==> src/rtl/counter_cmd_sequencer.sv <==
// counter_cmd_sequencer
//   Expands one command per valid/ready handshake into a multi-cycle strobe sequence
//   for an external WIDTH-bit up/down/shift counter. Supported commands are NOP,
//   CLEAR, INC_N, DEC_N, LOAD_MSB, LOAD_LSB, SEEK and ROTL_N.
//
// Ports
//   Clock, ResetN              rising-edge clock, asynchronous active-low reset
//   CmdValid / CmdReady        command handshake; CmdReady is high only in IDLE
//   CmdOp, CmdData             opcode and operand, latched on accept
//   CounterOut                 counter value, read back for SEEK and ROTL_N
//   DoReset .. DoShiftR2L      registered counter strobes, at most one high per cycle
//   CounterInMSB/LSB           counter serial-input bits
//   Busy                       high while the command runs
//   Done                       one-cycle completion pulse

module counter_cmd_sequencer #(
  parameter int unsigned WIDTH = 8
) (
  input  logic             Clock,
  input  logic             ResetN,
  input  logic             CmdValid,
  output logic             CmdReady,
  input  logic [2:0]       CmdOp,
  input  logic [WIDTH-1:0] CmdData,
  input  logic [WIDTH-1:0] CounterOut,
  output logic             DoReset,
  output logic             DoIncrement,
  output logic             DoDecrement,
  output logic             DoShiftL2R,
  output logic             DoShiftR2L,
  output logic             CounterInMSB,
  output logic             CounterInLSB,
  output logic             Busy,
  output logic             Done
);

  typedef enum logic [1:0] {StIdle, StRun, StDone} stateT;

  localparam logic [2:0] OpNop     = 3'b000;
  localparam logic [2:0] OpClear   = 3'b001;
  localparam logic [2:0] OpIncN    = 3'b010;
  localparam logic [2:0] OpDecN    = 3'b011;
  localparam logic [2:0] OpLoadMsb = 3'b100;
  localparam logic [2:0] OpLoadLsb = 3'b101;
  localparam logic [2:0] OpSeek    = 3'b110;
  localparam logic [2:0] OpRotlN   = 3'b111;

  // One-hot strobe vector positions.
  localparam logic [4:0] StbReset = 5'b10000;
  localparam logic [4:0] StbInc   = 5'b01000;
  localparam logic [4:0] StbDec   = 5'b00100;
  localparam logic [4:0] StbL2R   = 5'b00010;
  localparam logic [4:0] StbR2L   = 5'b00001;

  stateT            stateQ, stateD;
  logic [2:0]       opQ, opD;
  logic [WIDTH-1:0] countQ, countD;
  logic [WIDTH-1:0] dataQ, dataD;
  logic [4:0]       strobeQ, strobeD;
  logic             inLsbQ, inLsbD;
  logic             inMsbQ, inMsbD;

  logic             accept;
  logic [WIDTH-1:0] lenAcc;
  logic [4:0]       strobeAcc;

  assign accept = CmdValid && (stateQ == StIdle);

  // Sequence length and strobe for the command being offered this cycle.
  always_comb begin
    lenAcc    = '0;
    strobeAcc = '0;
    unique case (CmdOp)
      OpNop: begin
        lenAcc    = '0;
        strobeAcc = '0;
      end
      OpClear: begin
        lenAcc    = WIDTH'(1);
        strobeAcc = StbReset;
      end
      OpIncN: begin
        lenAcc    = CmdData;
        strobeAcc = StbInc;
      end
      OpDecN: begin
        lenAcc    = CmdData;
        strobeAcc = StbDec;
      end
      OpLoadMsb: begin
        lenAcc    = WIDTH'(WIDTH);
        strobeAcc = StbR2L;
      end
      OpLoadLsb: begin
        lenAcc    = WIDTH'(WIDTH);
        strobeAcc = StbL2R;
      end
      OpSeek: begin
        if (CmdData > CounterOut) begin
          lenAcc    = CmdData - CounterOut;
          strobeAcc = StbInc;
        end else if (CmdData < CounterOut) begin
          lenAcc    = CounterOut - CmdData;
          strobeAcc = StbDec;
        end
      end
      OpRotlN: begin
        lenAcc    = CmdData;
        strobeAcc = StbR2L;
      end
      default: begin
        lenAcc    = '0;
        strobeAcc = '0;
      end
    endcase
  end

  always_comb begin
    stateD  = stateQ;
    opD     = opQ;
    countD  = countQ;
    dataD   = dataQ;
    strobeD = '0;
    inLsbD  = 1'b0;
    inMsbD  = 1'b0;
    unique case (stateQ)
      StIdle: begin
        if (accept) begin
          opD    = CmdOp;
          countD = lenAcc;
          dataD  = CmdData;
          if (lenAcc == '0) begin
            stateD = StDone;
          end else begin
            stateD  = StRun;
            strobeD = strobeAcc;
            // Serial loads present bit 0 of the sequence now and keep the rest
            // in dataQ, shifted so the next bit is always at the same end.
            if (CmdOp == OpLoadMsb) begin
              inLsbD = CmdData[WIDTH-1];
              dataD  = CmdData << 1;
            end else if (CmdOp == OpLoadLsb) begin
              inMsbD = CmdData[0];
              dataD  = CmdData >> 1;
            end
          end
        end
      end
      StRun: begin
        if (countQ == WIDTH'(1)) begin
          stateD = StDone;
          countD = '0;
        end else begin
          countD  = countQ - WIDTH'(1);
          strobeD = strobeQ;
          if (opQ == OpLoadMsb) begin
            inLsbD = dataQ[WIDTH-1];
            dataD  = dataQ << 1;
          end else if (opQ == OpLoadLsb) begin
            inMsbD = dataQ[0];
            dataD  = dataQ >> 1;
          end
        end
      end
      StDone: begin
        stateD = StIdle;
      end
      default: begin
        stateD = StIdle;
      end
    endcase
  end

  always_ff @(posedge Clock or negedge ResetN) begin
    if (!ResetN) begin
      stateQ  <= StIdle;
      opQ     <= OpNop;
      countQ  <= '0;
      dataQ   <= '0;
      strobeQ <= '0;
      inLsbQ  <= 1'b0;
      inMsbQ  <= 1'b0;
    end else begin
      stateQ  <= stateD;
      opQ     <= opD;
      countQ  <= countD;
      dataQ   <= dataD;
      strobeQ <= strobeD;
      inLsbQ  <= inLsbD;
      inMsbQ  <= inMsbD;
    end
  end

  assign DoReset     = strobeQ[4];
  assign DoIncrement = strobeQ[3];
  assign DoDecrement = strobeQ[2];
  assign DoShiftL2R  = strobeQ[1];
  assign DoShiftR2L  = strobeQ[0];

  assign CmdReady = (stateQ == StIdle);
  assign Busy     = (stateQ == StRun);
  assign Done     = (stateQ == StDone);

  assign CounterInMSB = inMsbQ;
  // Rotate feeds the live MSB back in, so it cannot be registered ahead of time.
  assign CounterInLSB = (stateQ == StRun && opQ == OpRotlN) ? CounterOut[WIDTH-1] : inLsbQ;

endmodule

==> config.mk <==
export PLATFORM = sky130hd
export DESIGN_NAME = counter_cmd_sequencer
export DESIGN_NICKNAME = d
export VERILOG_FILES = /design/src/rtl/counter_cmd_sequencer.sv
export SDC_FILE = /design/constraint.sdc
export NUM_CORES = 1
export LEC_CHECK = 0
export ABC_AREA = 1
export BUFFER_PORTS_ARGS = -buffer_cell sky130_fd_sc_hd__buf_2
export CORE_UTILIZATION = 38
export CTS_BUF_LIST = sky130_fd_sc_hd__clkbuf_16
export DETAILED_ROUTE_END_ITERATION = 8
export PLACE_DENSITY = 0.63
export SYNTH_ARGS = -nofsm -noshare
export SYNTH_HDL_FRONTEND = slang
export SYNTH_SLANG_ARGS = --single-unit
export TNS_END_PERCENT = 30
==> constraint.sdc <==
create_clock -name Clock -period 3.1 [get_ports Clock]
set_clock_uncertainty 0.2 [all_clocks]
set_input_delay 0.155 -clock Clock [delete_from_list [all_inputs] [get_ports Clock]]
set_output_delay 0.155 -clock Clock [all_outputs]
set_load 0.02 [all_outputs]
==> results.md <==
* Post-Synthesis Cells at 398
* GRT Total Usage at 20.2%
* Cell repeated most along the worst path: nand2_1
* Hold Fails Final Rpt at 0
* Critical path's slowest cell: fa_1
* Post-DP HPWL at 5.61 mm
* Max Fanout on Critical Path at 6
* Crit path DAT at 2.24 ns
* Nets at 469
* Slew margin rel. at 57.7%
* WS Path Type: input pin to flip-flop
* Sequential element share of the synthesized area at 26.1%
* CTS tree: built
* Antenna viol nets, final at 0
* Share of cells above drive strength 1 at 16.2%
* CTS H-tree depth at 1
* DRT Pass-1 Iters at 5
* Antenna violations before repair at 0
* Post-CTS sizing at 0
* CTS sink cnt at 28
* Starting DRC count in detailed routing at 148
* Initial Util at 39.3%
* Drt total wl at 7.00 mm
* DR vias at 2609
* EDFF count, synth at 0
* Finished Layout Cells at 523
* Global-route wire length before repair at 11.9 mm
* Async S/R FF share, synth at 100%
* Post-layout worst setup margin at 0.812 ns
* Most frequent cells in the layout: 99 x nand2_1, 57 x inv_1, 37 x nor2_1, 31 x buf_2, 29 x nand3_1
* Diode count at 0
* Hold Path Class: input pin to flip-flop
* # IOs at 32
* Mapped Area at 0.00269 mm2
* Final RePlAce weighted congestion at 0.902
* CTS root buf: clkbuf_16
* Peak supply drop at 0.191 mV
* Area leader, netlist: dfrtp_1
* Die width at 86.1 um
* Vias per inst at 4.99
* Worst Max-Slew Pin Slew at 0.634 ns
* Synthesis Warnings at 0
* Drc violations at 0
* Syn Nets at 439
* Cell area after layout at 0.00302 mm2
* Port-buffer cells at 31
* Status: completed
* Critical path launch point type: input pin
* Top cells by area, synth: dfrtp_1 26%, nand2_1 14%, inv_1 8.0%, ha_1 7.9%, nand3_1 5.4%
* Slew Viols, Final at 0
* Yosys reg bits at 28
* Synth Area per Inst at 6.75 um2
* CP top delay family: simple AND/OR/NAND/NOR gates
* Placed Area at 0.00293 mm2
* Largest net degree at the start of global routing at 29
* Area growth syn-to-layout at 12.2%
* Min Tclk post-route at 2.29 ns
* Avg WL per Cell at 13.4 um
* Critical Path Max Stage Delay at 0.41 ns
* Reg clk slew, reported paths at 0.07 ns
* Area share of the largest cell type after synthesis at 26.1%
* Final setup fails at 0
* Yosys cell types at 41
* Max-cap viol count at 0
* Insertion delay to the later sink of the worst-skew pair at 0.26 ns
* TritonCTS Buffers at 3
* Core area at 0.00683 mm2
* Leak pwr at 1.55 nW
* Area of the die at 0.00741 mm2
* Crit-path cells: buf_2 > inv_1 > ha_1 > inv_1 > fa_1 > nand2_1 > nand2_2 > nand3_2 > nand2_4 > nand3_4 > nand2_1 > a21oi_1 > nand2_1 > nor2_2 > nand2_2 > nand3_1 > nand2_1
* Top FF cell, synth: dfrtp_1
* Critical Path RT at 3.05 ns
* Buf/Inv on CP at 3
* Place WS at 0.579 ns
* RSZ-0062 raised after global routing: no
* Sum Neg Setup Slack at 0 ns
* GR Overflow Total at 0
* Cell Pwr Density at 299 mW/mm2
* Pwr Total at 0.000902 W
* Setup crit end kind: flip-flop
* Die H at 86.1 um
* Fmax at 437 MHz
* Number of global-route vias before repair at 2520
* Commonest non-fill, non-tap cell in the layout: nand2_1
* Std cell rows at 30
* CTS Buffer Depth at 2
* Period utilization at 73.8%
* Placed Cells at 518
[worst register-to-register path: stages, from the launching register on]
cell     delay [ns]
dfrtp_1        0.38
inv_1          0.09
nor2_2         0.07
buf_4          0.19
inv_2          0.17
nor2_4         0.31
nand2_1        0.17
nand2_2        0.25
nor2_1         0.07
a31oi_1        0.15
[metal layers]
layer  share of wire, %  GRT usage (%)  wire, um
met1                 47           26.4      3270
met2                 49           36.1      3430
met3                3.0           1.25       210
met4                1.3           4.85        94
met5                  0              0         0
[area by class of cell]
| type | instances | area [um2] |
|---|---|---|
| Sequential cell | 28 | 701 |
| Multi-Input combinational cell | 297 | 1690 |
| Tap cell | 96 | 120 |
| Inverter | 63 | 236 |
| Clock inverter | 1 | 3.75 |
| Clock buffer | 3 | 75.1 |
| Fill cell | 734 | 3820 |
| Timing Repair Buffer | 35 | 188 |
[final timing paths]
path                            slack [ns]  cells past startpoint    endpoint  startpoint
worst min register to register        0.28                      2  strobeQ[4]  strobeQ[4]
worst min-delay path                  0.05                      3      opQ[2]    CmdOp[2]
min in group asynchronous             0.25                      2    dataQ[6]      ResetN
max in group asynchronous             2.03                      2   countQ[0]      ResetN
worst max-delay path                  0.81                     17  strobeQ[0]  CmdData[0]
worst max register to register        0.98                      9    dataQ[3]   stateQ[0]
[timing repair]
action,4_1_cts,5_1_grt
hold endpoints to repair,28,0
buffers inserted,0,0
hold buffers,1,0
[per-stage QoR]
stage,hold slack [ns],util [%]
final,0.0523,44.1
after global routing,0.0554,44.1
after CTS,0.0413,44.1
after detailed placement,0.0225,42.8
after global placement,0.0168,42.8
after floorplan,-0.341,-
[flip-flops by register name, summed over array words and instances, names as in the netlist]
name / cells
dataQ: 8
inLsbQ: 1
strobeQ: 5
CounterInMSB: 1
countQ: 8
opQ: 3
stateQ: 2
[cells in the mapped netlist, types with 8 or more instances]
| cell | instances |
|---|---|
| nand2_1 | 99 |
| o21ai_0 | 23 |
| ha_1 | 17 |
| inv_1 | 57 |
| a31oi_1 | 8 |
| nand2_2 | 9 |
| nor2_1 | 37 |
| a21oi_1 | 14 |
| o211ai_1 | 17 |
| dfrtp_1 | 28 |
| nand3_1 | 29 |
[kinds of logic after synthesis]
logic type	count (synthesis)	synth area share [%]
simple gates	191	31.9
flops	28	26.1
xor+xnor	6	2.23
compound gates	81	19.4
buf+inv	73	11.0
fa+ha+maj	19	9.40
[report_power, final]
group / leakage, nW / switching (W) / internal [W]
clock: 0.0385 / 0.000118 / 0.000173
combinational: 1.21 / 0.000162 / 0.0000835
sequential: 0.304 / 0 / 0.000365
Note: power is estimated with default switching activity, not from simulation.
